[config.mk]
export PLATFORM = sky130hd
export DESIGN_NAME = instr_fetch_flat
export DESIGN_NICKNAME = d
export VERILOG_FILES = /design/src/rtl/pic24_pkg.sv /design/src/rtl/instr_fetch_if.sv /design/src/rtl/instr_queue.sv /design/src/rtl/instr_fetch.sv /design/src/flat_wrapper.sv
export SDC_FILE = /design/constraint.sdc
export NUM_CORES = 1
export LEC_CHECK = 0
export BUFFER_PORTS_ARGS = -buffer_cell sky130_fd_sc_hd__buf_2
export CAP_MARGIN = 20
export CORE_MARGIN = 2
export CORE_UTILIZATION = 50
export CTS_CLUSTER_SIZE = 20
export DETAILED_ROUTE_END_ITERATION = 10
export GPL_ROUTABILITY_DRIVEN = 0
export PLACE_DENSITY_LB_ADDON = 0.15
export SYNTH_ARGS = -nofsm -noshare
export SYNTH_HDL_FRONTEND = slang
export SYNTH_HIERARCHICAL = 1
export SYNTH_SLANG_ARGS = --single-unit
[constraint.sdc]
create_clock -name clk_i -period 9.7 [get_ports clk_i]
set_input_delay 0.97 -clock clk_i [delete_from_list [all_inputs] [get_ports clk_i]]
set_output_delay 0.97 -clock clk_i [all_outputs]
set_load 0.02 [all_outputs]
[src/rtl/pic24_pkg.sv]
// Shared types and widths for the PIC24 fetch path: state encoding,
// bus widths and the queued instruction record.
package pic24_pkg;

    localparam int INSTR_W = 24;
    localparam int PADDR_W = 24;
    localparam int MEM_W   = 16;

    typedef enum logic [2:0] {
        FS_IDLE   = 3'd0,
        FS_RD_LO  = 3'd1,
        FS_RD_HI  = 3'd2,
        FS_INC    = 3'd3,
        FS_SETTLE = 3'd4,
        FS_DROP   = 3'd5
    } fetch_state_e;

    typedef struct packed {
        logic [INSTR_W-1:0] instr;
        logic [PADDR_W-1:0] addr;
    } fetch_entry_t;

    // A 24-bit instruction is the upper byte lane on top of the low word.
    function automatic logic [INSTR_W-1:0] join_instr(input logic [7:0] hi_byte,
                                                      input logic [MEM_W-1:0] lo_word);
        return {hi_byte, lo_word};
    endfunction

endpackage

[src/rtl/instr_fetch_if.sv]
// Program-memory read bus plus the decode-side valid/ready handshake.
// master = fetch stage, slave = memory/decode environment.
interface instr_fetch_if;
    import pic24_pkg::*;

    logic               mem_rd_o;
    logic [PADDR_W-1:0] mem_addr_o;
    logic               mem_hi_o;
    logic [MEM_W-1:0]   mem_rdata_i;
    logic               mem_ack_i;
    logic [INSTR_W-1:0] instr_o;
    logic [PADDR_W-1:0] instr_addr_o;
    logic               instr_valid_o;
    logic               instr_ready_i;

    modport master (
        output mem_rd_o, mem_addr_o, mem_hi_o,
        output instr_o, instr_addr_o, instr_valid_o,
        input  mem_rdata_i, mem_ack_i, instr_ready_i
    );

    modport slave (
        input  mem_rd_o, mem_addr_o, mem_hi_o,
        input  instr_o, instr_addr_o, instr_valid_o,
        output mem_rdata_i, mem_ack_i, instr_ready_i
    );

endinterface

[src/rtl/instr_queue.sv]
// Small FIFO of fetched instructions with their addresses. Flush wins over
// push and pop; the head is forced to zero while the queue is empty.
module instr_queue
    import pic24_pkg::*;
#(
    parameter int DEPTH = 2
) (
    input  logic                       clk_i,
    input  logic                       rst_i,
    input  logic                       flush_i,
    input  logic                       push_i,
    input  fetch_entry_t               push_data_i,
    input  logic                       pop_i,
    output fetch_entry_t               head_o,
    output logic                       valid_o,
    output logic [$clog2(DEPTH):0]     count_o
);

    localparam int PTR_W = $clog2(DEPTH);
    localparam int CNT_W = PTR_W + 1;

    logic [PTR_W-1:0] wr_ptr_reg;
    logic [PTR_W-1:0] rd_ptr_reg;
    logic [CNT_W-1:0] count_reg;
    fetch_entry_t     entry_vec [DEPTH];
    logic             push_ok;
    logic             pop_ok;

    assign push_ok = push_i && !flush_i;
    assign pop_ok  = pop_i && !flush_i && (count_reg != '0);

    genvar gi;
    generate
        for (gi = 0; gi < DEPTH; gi++) begin : g_entry
            fetch_entry_t entry_reg;

            always_ff @(posedge clk_i) begin
                if (push_ok && (wr_ptr_reg == PTR_W'(gi))) begin
                    entry_reg <= push_data_i;
                end
            end

            assign entry_vec[gi] = entry_reg;
        end
    endgenerate

    // Pointers are PTR_W wide, so increments wrap modulo DEPTH for free.
    always_ff @(posedge clk_i) begin
        if (rst_i || flush_i) begin
            wr_ptr_reg <= '0;
            rd_ptr_reg <= '0;
            count_reg  <= '0;
        end else begin
            if (push_ok) begin
                wr_ptr_reg <= wr_ptr_reg + PTR_W'(1);
            end
            if (pop_ok) begin
                rd_ptr_reg <= rd_ptr_reg + PTR_W'(1);
            end
            if (push_ok && !pop_ok) begin
                count_reg <= count_reg + CNT_W'(1);
            end else if (!push_ok && pop_ok) begin
                count_reg <= count_reg - CNT_W'(1);
            end
        end
    end

    assign valid_o = (count_reg != '0);
    assign head_o  = valid_o ? entry_vec[rd_ptr_reg] : '0;
    assign count_o = count_reg;

endmodule

[src/rtl/instr_fetch.sv]
// PIC24 instruction fetch: two bus reads per instruction (low word, upper
// byte), PC increment pulse, and a small queue towards decode.
module instr_fetch
    import pic24_pkg::*;
#(
    parameter int DEPTH = 2
) (
    input  logic               clk_i,
    input  logic               rst_i,
    input  logic               fetch_en_i,
    input  logic               flush_i,
    input  logic [PADDR_W-1:0] pc_addr_i,
    output logic               pcinc_o,
    instr_fetch_if.master      bus
);

    localparam int CNT_W = $clog2(DEPTH) + 1;
    localparam logic [CNT_W-1:0] DEPTH_C = CNT_W'(DEPTH);

    localparam logic [2:0] ST_IDLE   = FS_IDLE;
    localparam logic [2:0] ST_RD_LO  = FS_RD_LO;
    localparam logic [2:0] ST_RD_HI  = FS_RD_HI;
    localparam logic [2:0] ST_INC    = FS_INC;
    localparam logic [2:0] ST_SETTLE = FS_SETTLE;
    localparam logic [2:0] ST_DROP   = FS_DROP;

    logic [2:0]         state_reg, state_next;
    logic [PADDR_W-1:0] addr_reg, addr_next;
    logic [MEM_W-1:0]   lo_reg, lo_next;
    logic               drop_hi_reg, drop_hi_next;

    logic [CNT_W-1:0]   q_count;
    logic               q_valid;
    fetch_entry_t       q_head;
    fetch_entry_t       push_entry;
    logic               push;
    logic               pop;
    logic               start_ok;
    logic               unused_rdata_hi;

    assign start_ok = fetch_en_i && (q_count < DEPTH_C);

    always_comb begin
        state_next   = state_reg;
        addr_next    = addr_reg;
        lo_next      = lo_reg;
        drop_hi_next = drop_hi_reg;
        case (state_reg)
            ST_IDLE: begin
                if (!flush_i && start_ok) begin
                    addr_next  = pc_addr_i;
                    state_next = ST_RD_LO;
                end
            end
            ST_RD_LO: begin
                if (flush_i) begin
                    state_next   = bus.mem_ack_i ? ST_IDLE : ST_DROP;
                    drop_hi_next = 1'b0;
                end else if (bus.mem_ack_i) begin
                    lo_next    = bus.mem_rdata_i;
                    state_next = ST_RD_HI;
                end
            end
            ST_RD_HI: begin
                if (flush_i) begin
                    state_next   = bus.mem_ack_i ? ST_IDLE : ST_DROP;
                    drop_hi_next = 1'b1;
                end else if (bus.mem_ack_i) begin
                    state_next = ST_INC;
                end
            end
            ST_INC: begin
                state_next = flush_i ? ST_IDLE : ST_SETTLE;
            end
            ST_SETTLE: begin
                if (!flush_i && start_ok) begin
                    addr_next  = pc_addr_i;
                    state_next = ST_RD_LO;
                end else begin
                    state_next = ST_IDLE;
                end
            end
            ST_DROP: begin
                // The abandoned read must still complete on the bus.
                if (bus.mem_ack_i) begin
                    state_next = ST_IDLE;
                end
            end
            default: state_next = ST_IDLE;
        endcase
    end

    always_ff @(posedge clk_i) begin
        if (rst_i) begin
            state_reg   <= ST_IDLE;
            addr_reg    <= '0;
            lo_reg      <= '0;
            drop_hi_reg <= 1'b0;
        end else begin
            state_reg   <= state_next;
            addr_reg    <= addr_next;
            lo_reg      <= lo_next;
            drop_hi_reg <= drop_hi_next;
        end
    end

    assign pcinc_o        = (state_reg == ST_INC);
    assign bus.mem_rd_o   = (state_reg == ST_RD_LO) || (state_reg == ST_RD_HI) ||
                            (state_reg == ST_DROP);
    assign bus.mem_hi_o   = (state_reg == ST_RD_HI) ||
                            ((state_reg == ST_DROP) && drop_hi_reg);
    assign bus.mem_addr_o = addr_reg;

    assign push            = (state_reg == ST_RD_HI) && bus.mem_ack_i && !flush_i;
    assign push_entry      = '{instr: join_instr(bus.mem_rdata_i[7:0], lo_reg),
                               addr:  addr_reg};
    assign pop             = q_valid && bus.instr_ready_i;
    assign unused_rdata_hi = ^bus.mem_rdata_i[15:8];

    instr_queue #(
        .DEPTH (DEPTH)
    ) u_queue (
        .clk_i       (clk_i),
        .rst_i       (rst_i),
        .flush_i     (flush_i),
        .push_i      (push),
        .push_data_i (push_entry),
        .pop_i       (pop),
        .head_o      (q_head),
        .valid_o     (q_valid),
        .count_o     (q_count)
    );

    assign bus.instr_o       = q_head.instr;
    assign bus.instr_addr_o  = q_head.addr;
    assign bus.instr_valid_o = q_valid;

endmodule

[src/flat_wrapper.sv]
// flat-port wrapper written by rule: the top's interface ports become plain ports
module instr_fetch_flat import pic24_pkg::*;
#(
    parameter int DEPTH = 2
)
  (clk_i, rst_i, fetch_en_i, flush_i, pc_addr_i, pcinc_o, bus_mem_rd_o, bus_mem_addr_o, bus_mem_hi_o, bus_instr_o, bus_instr_addr_o, bus_instr_valid_o, bus_mem_rdata_i, bus_mem_ack_i, bus_instr_ready_i);
  instr_fetch_if bus_i ();
  input  logic clk_i;
  input  logic rst_i;
  input  logic fetch_en_i;
  input  logic flush_i;
  input  logic [PADDR_W-1:0] pc_addr_i;
  output logic pcinc_o;
  output wire logic [$bits(bus_i.mem_rd_o)-1:0] bus_mem_rd_o;
  output wire logic [$bits(bus_i.mem_addr_o)-1:0] bus_mem_addr_o;
  output wire logic [$bits(bus_i.mem_hi_o)-1:0] bus_mem_hi_o;
  output wire logic [$bits(bus_i.instr_o)-1:0] bus_instr_o;
  output wire logic [$bits(bus_i.instr_addr_o)-1:0] bus_instr_addr_o;
  output wire logic [$bits(bus_i.instr_valid_o)-1:0] bus_instr_valid_o;
  input wire logic [$bits(bus_i.mem_rdata_i)-1:0] bus_mem_rdata_i;
  input wire logic [$bits(bus_i.mem_ack_i)-1:0] bus_mem_ack_i;
  input wire logic [$bits(bus_i.instr_ready_i)-1:0] bus_instr_ready_i;
  assign bus_mem_rd_o = bus_i.mem_rd_o;
  assign bus_mem_addr_o = bus_i.mem_addr_o;
  assign bus_mem_hi_o = bus_i.mem_hi_o;
  assign bus_instr_o = bus_i.instr_o;
  assign bus_instr_addr_o = bus_i.instr_addr_o;
  assign bus_instr_valid_o = bus_i.instr_valid_o;
  assign bus_i.mem_rdata_i = bus_mem_rdata_i;
  assign bus_i.mem_ack_i = bus_mem_ack_i;
  assign bus_i.instr_ready_i = bus_instr_ready_i;
  instr_fetch #(.DEPTH(DEPTH)) u_core (.clk_i(clk_i), .rst_i(rst_i), .fetch_en_i(fetch_en_i), .flush_i(flush_i), .pc_addr_i(pc_addr_i), .pcinc_o(pcinc_o), .bus(bus_i));
endmodule
# Yosys cells after proc, flatten, opt, wreduce, memory -nomap -nowiden
# Index checks and enable logic that the tools add are counted.
# W data, S select, Z words.
dict set report word_totals {
  regBits 144
  inputBits 46
  output_inout_bits 76
  wordCells 79
}
dict set report op_classes {
  n_addsub 4
  n_lt_le_gt_ge 2
  n_eq_ne 11
  mux 19
  bitwise_logic 3
  n_reduce_logical 29
}
# cell count
set op_table {}
lappend op_table {{$mux W48} 4}
lappend op_table {{$mux W3} 8}
lappend op_table {{$pmux W3 S6} 1}
lappend op_table {{$logic_and A1 B1 Y1} 13}
lappend op_table {{$eq A3 B2 Y1 const B} 2}
lappend op_table {{$eq A3 B3 Y1 const B} 2}
lappend op_table {{$ne A2 B2 Y1 const B} 3}
lappend op_table {{$ne A3 B3 Y1 const B} 2}
lappend op_table {{$reduce_and A3 Y1} 2}
lappend op_table {{$reduce_bool A2 Y1} 3}
lappend op_table {{$logic_or A1 B1 Y1} 4}
lappend op_table {{$mux W2} 2}
lappend op_table {{$reduce_and A4 Y1} 1}
lappend op_table {{$eq A3 B1 Y1 const B} 1}
lappend op_table {{$logic_not A1 Y1} 3}
lappend op_table {{$logic_not A3 Y1} 1}
lappend op_table {{$mux W1} 3}
lappend op_table {{$add A1 B1 Y1 const B} 2}
lappend op_table {{$add A2 B1 Y2 const B} 1}
lappend op_table {{$ge A2 B2 Y1 const B} 1}
lappend op_table {{$lt A2 B2 Y1 const B} 1}
lappend op_table {{$ne A2 B1 Y1 const B} 1}
lappend op_table {{$not A1 Y1} 2}
lappend op_table {{$not A1 Y2} 1}
lappend op_table {{other kinds (4)} 4}

# Depth between registers and ports, before layout
dict set report depth {
  ltp_word 8
  depth_mapped 11
  ltp_nobuf 9
}

# By module
# The synthesis kept the hierarchy.
# module n_inst cells_each area_each_um2 seq_area_each_um2
set by_module_without_submodules {}
lappend by_module_without_submodules {instr_queue 1 225 3807.4 2962.8}
lappend by_module_without_submodules {instr_fetch 1 200 1886.8 880.8}

# Worst setup path after synthesis
# Ideal clock, no wire load.
dict set report synth_timing {
  kind {input -> register}
  start {input port bus_mem_ack_i}
  end {register u_core.u_queue.g_entry[0].entry_reg (netlist bit u_core/u_queue/entry_vec[48]), enable pin}
  setup_time_ps 459
  arrival_ps 3814
  required_ps 9241
  path_slack_ps 5427
  path_stages 4
  cell_sequence {clkbuf_1 -> and3_1 -> nor2b_1 -> nor2b_1}
}
dict set report synth_between {
  elab_chain_cells 4
}
# item line_no
set synth_rtl {}
lappend synth_rtl {{start: declaration} flat_wrapper.sv:21} ;# input wire logic [$bits(bus_i.mem_ack_i)-1:0] bus_mem_ack_i;
lappend synth_rtl {{$logic_and A1 B1 Y1 (2 in a row)} instr_fetch.sv:114} ;# assign push = (state_reg == ST_RD_HI) && bus.mem_ack_i && !flush_i;
lappend synth_rtl {{net u_core.push} instr_fetch.sv:36} ;# logic push;
lappend synth_rtl {{$logic_and A1 B1 Y1} instr_queue.sv:29} ;# assign push_ok = push_i && !flush_i;
lappend synth_rtl {{net u_core.u_queue.push_ok} instr_queue.sv:26} ;# logic push_ok;
lappend synth_rtl {{$logic_and A1 B1 Y1} instr_queue.sv:38} ;# if (push_ok && (wr_ptr_reg == PTR_W'(gi))) begin
lappend synth_rtl {{end signal: assignment} instr_queue.sv:39} ;# entry_reg <= push_data_i;
lappend synth_rtl {{end: declaration} instr_queue.sv:35} ;# fetch_entry_t entry_reg;
# The timed path passes the listed nets, and every way through them passes these cells.
# A chain may end at the register's enable or synchronous reset.

# Worst setup path after layout
dict set report layout_timing {
  start {register u_core.u_queue.count_reg[1], in the netlist u_core/u_queue/count_o[1]}
  end {output port bus_instr_addr_o[23]}
}
dict set report layout_between {
  elab_chain_cells 2
}
# item line_no
set layout_rtl {}
lappend layout_rtl {{start: declaration} instr_queue.sv:24} ;# logic [CNT_W-1:0] count_reg;
lappend layout_rtl {{start signal: assignment} instr_queue.sv:61} ;# count_reg <= count_reg + CNT_W'(1);
lappend layout_rtl {{start signal: assignment} instr_queue.sv:63} ;# count_reg <= count_reg - CNT_W'(1);
lappend layout_rtl {{$reduce_bool A2 Y1} instr_queue.sv:68} ;# assign valid_o = (count_reg != '0);
lappend layout_rtl {{$mux W48} instr_queue.sv:69} ;# assign head_o = valid_o ? entry_vec[rd_ptr_reg] : '0;
lappend layout_rtl {{end: declaration} flat_wrapper.sv:18} ;# output wire logic [$bits(bus_i.instr_addr_o)-1:0] bus_instr_addr_o;
# Every way passes these cells.

==> results_dict.tcl <==
set metrics [dict create \
    synthesis.area_um2 5690 \
    syn_avg_cell_area_um2 13.4 \
    drt-pass1-iter-count 4 \
    dieWidth_um 111 \
    postCtsHoldBufs 0 \
    grt_overflow 0 \
    met1_usage_pct 22.9 \
    fp-row-count 38 \
    yosys.cell_types.count 41 \
    tns_ns 0 \
    status "finished, final reports clean" \
    dpl_cell_area_um2 6350 \
    p_leak_nw 2.68 \
    final_area_um2 6950 \
    cts_root_buffer "clkbuf_16" \
    syn_inst 425 \
    cts_tree "built" \
    final-hold-violation-count 0 \
    drive_gt1_share_pct 36.4 \
    insertion_delay_ns 0.41 \
    route.detailed.drc 0 \
    start_util_pct 51.8 \
    dp_hpwl_um 6810 \
    vias 3567 \
    tightest_slew_ns 0.890 \
    pre_cts_slack_ns 6.40 \
    wl_per_cell_um 15.3 \
    grt_usage_pct 18.3 \
    finish.utilization_pct 63.3 \
    seq_area_frac_synth_pct 67.5 \
    yosysTopAreaCell "edfxtp_1" \
    port_buffers 121 \
    syn_to_final_growth_pct 22.0 \
    antenna_cells 0 \
    die_h_um 111 \
    cp-start-kind "flop" \
    cts_sinks 144 \
    netlist.area_leader.share_pct 50.6 \
    relSlewSlack_pct 40.7 \
    met2_usage_pct 30.1 \
    drt_iter0_drc 167 \
    numCtsBuffers 17 \
    criticalPathCategory "flop to primary output" \
    syn_nets 472 \
    cp_data_arrival_time_ns 2.03 \
    htree_levels 4 \
    fin_crit_ns 3.00 \
    min_path_type "flop to flop" \
    instances_no_fill 697 \
    grt_pass1_wl_um 17400 \
    finalCritPeriodShare_pct 31.0 \
    cp.required_ns 8.73 \
    antenna_found_initial 1 \
    worst_slack_ns 6.70 \
    cts_setup_buffers 0 \
    dp.cells 664 \
    largest_reg_flops 96 \
    worstPathMaxFanout 31 \
    finClkSkew_ns 0.00710 \
    rsz0062_at_grt "false" \
    grt_use_met3_pct 5.69 \
    grt_max_degree 50 \
    cellPowerDensity_nw_per_um2 196 \
    finalMaxSlewViolations 0 \
    drt_wl_total_um 10700 \
    clock_path_buffers 2 \
    fmax_mhz 333 \
    cts_resized 0 \
    cap_violations 0 \
    fin_nets 591 \
    setup_viol 0 \
    yosysWarnings 6 \
    dieArea_um2 12300 \
    crit_path_end_kind "primary output" \
    core_um2 11000 \
    vdd_drop_max_mv 0.116 \
    grt_pass1_vias 3508 \
    ant_nets 0 \
    holdWs_ns 0.456 \
    clk_pin_slew_worst_paths_ns 0.06 \
    ys_ff_latch 144 \
    busiest_layer "met2" \
    synth.area.top_cells "edfxtp_1 51%, dfxtp_1 17%, mux2i_1 11%" \
    num_io_pins 122 \
    avgViaCountPerCell 5.12 \
    p_total_mw 1.36 \
]
## Yosys cell counts (all sizes together)
library cell / instances
edfxtp: 96
nor2: 70
mux2i: 65
nand2: 52
dfxtp: 48
a21oi: 25
buf: 15
clkbuf: 10
o21ai: 6
nor2b: 5
and2: 3
inv: 3
nor3: 3
xor2: 3
a22oi: 2
and3: 2
nand2b: 2
nand3: 2
nor4: 2
a211oi: 1
a31oi: 1
ha: 1
nor3b: 1
o21a: 1
o221ai: 1
o311a: 1
o32a: 1
or2: 1
or3: 1
xnor2: 1
## worst max-delay path, stage by stage, from the launching register on
cell and delay [ns]:
dfxtp_1 0.38, nor2_4 0.65, buf_4 0.35, nor2_1 0.07, buf_2 0.16
## routing by layer
layer  vias up  part of all wire [%]
li1       1739                     -
met1      1717                    45
met2        99                    49
met3        12                   5.1
met4         0                   1.4
met5         -                     0
## cell families (layout without fill, tap and decap cells)
family,Yosys count,count (layout),share of synthesized area [%]
AOI/OAI and AO/OA,39,39,5.27
adders and majority gates,1,1,0.220
xor gates and xnor gates,4,4,0.615
muxes,65,65,11.4
DFF,144,144,67.5
and+or+nand+nor,144,144,11.8
buffers and inverters,28,160,3.12
## report_power, final
| part | internal [mW] | total [mW] | switching (mW) | leakage, nW |
|---|---|---|---|---|
| clock | 0.398 | 0.631 | 0.233 | 0.277 |
| combinational | 0.0236 | 0.0618 | 0.0382 | 1.21 |
| sequential | 0.660 | 0.669 | 0.00839 | 1.19 |
| total | 1.08 | 1.36 | 0.280 | 2.68 |
## final timing paths
path	end	depth (start not counted)	from	slack (ns)
worst max-delay path	bus_instr_addr_o[23]	4	u_core/u_queue/count_o[1]	6.70
worst min-delay path	u_core/u_queue/entry_vec[74]	0	u_core/lo_reg[2]	0.46
worst max register to register	u_core/u_queue/count_o[1]	9	u_core/u_queue/count_o[1]	6.82
worst min register to register	u_core/u_queue/entry_vec[74]	0	u_core/lo_reg[2]	0.46
## cell type report
cell class	count	area, um2
Inverter	3	11.3
Timing Repair Buffer	125	648
Fill cell	855	4040
Sequential cell	144	3850
Tap cell	140	175
Clock inverter	14	148
Clock buffer	18	429
Multi-Input combinational cell	253	1690
## layout by cell type, fill, tap and decap left out, types with 3 or more instances in the layout
cell type,instances
inv_1,3
a21oi_1,5
o21ai_0,6
clkinv_1,5
bufinv_16,3
nand2_1,31
nand2_2,21
nor2_1,68
clkbuf_16,17
xor2_1,3
nor3_1,3
nor2b_1,3
clkinv_2,3
edfxtp_1,96
buf_4,3
mux2i_1,65
a21oi_2,20
dfxtp_1,47
buf_2,121
No activity file was read; power rests on OpenSTA's default activity.
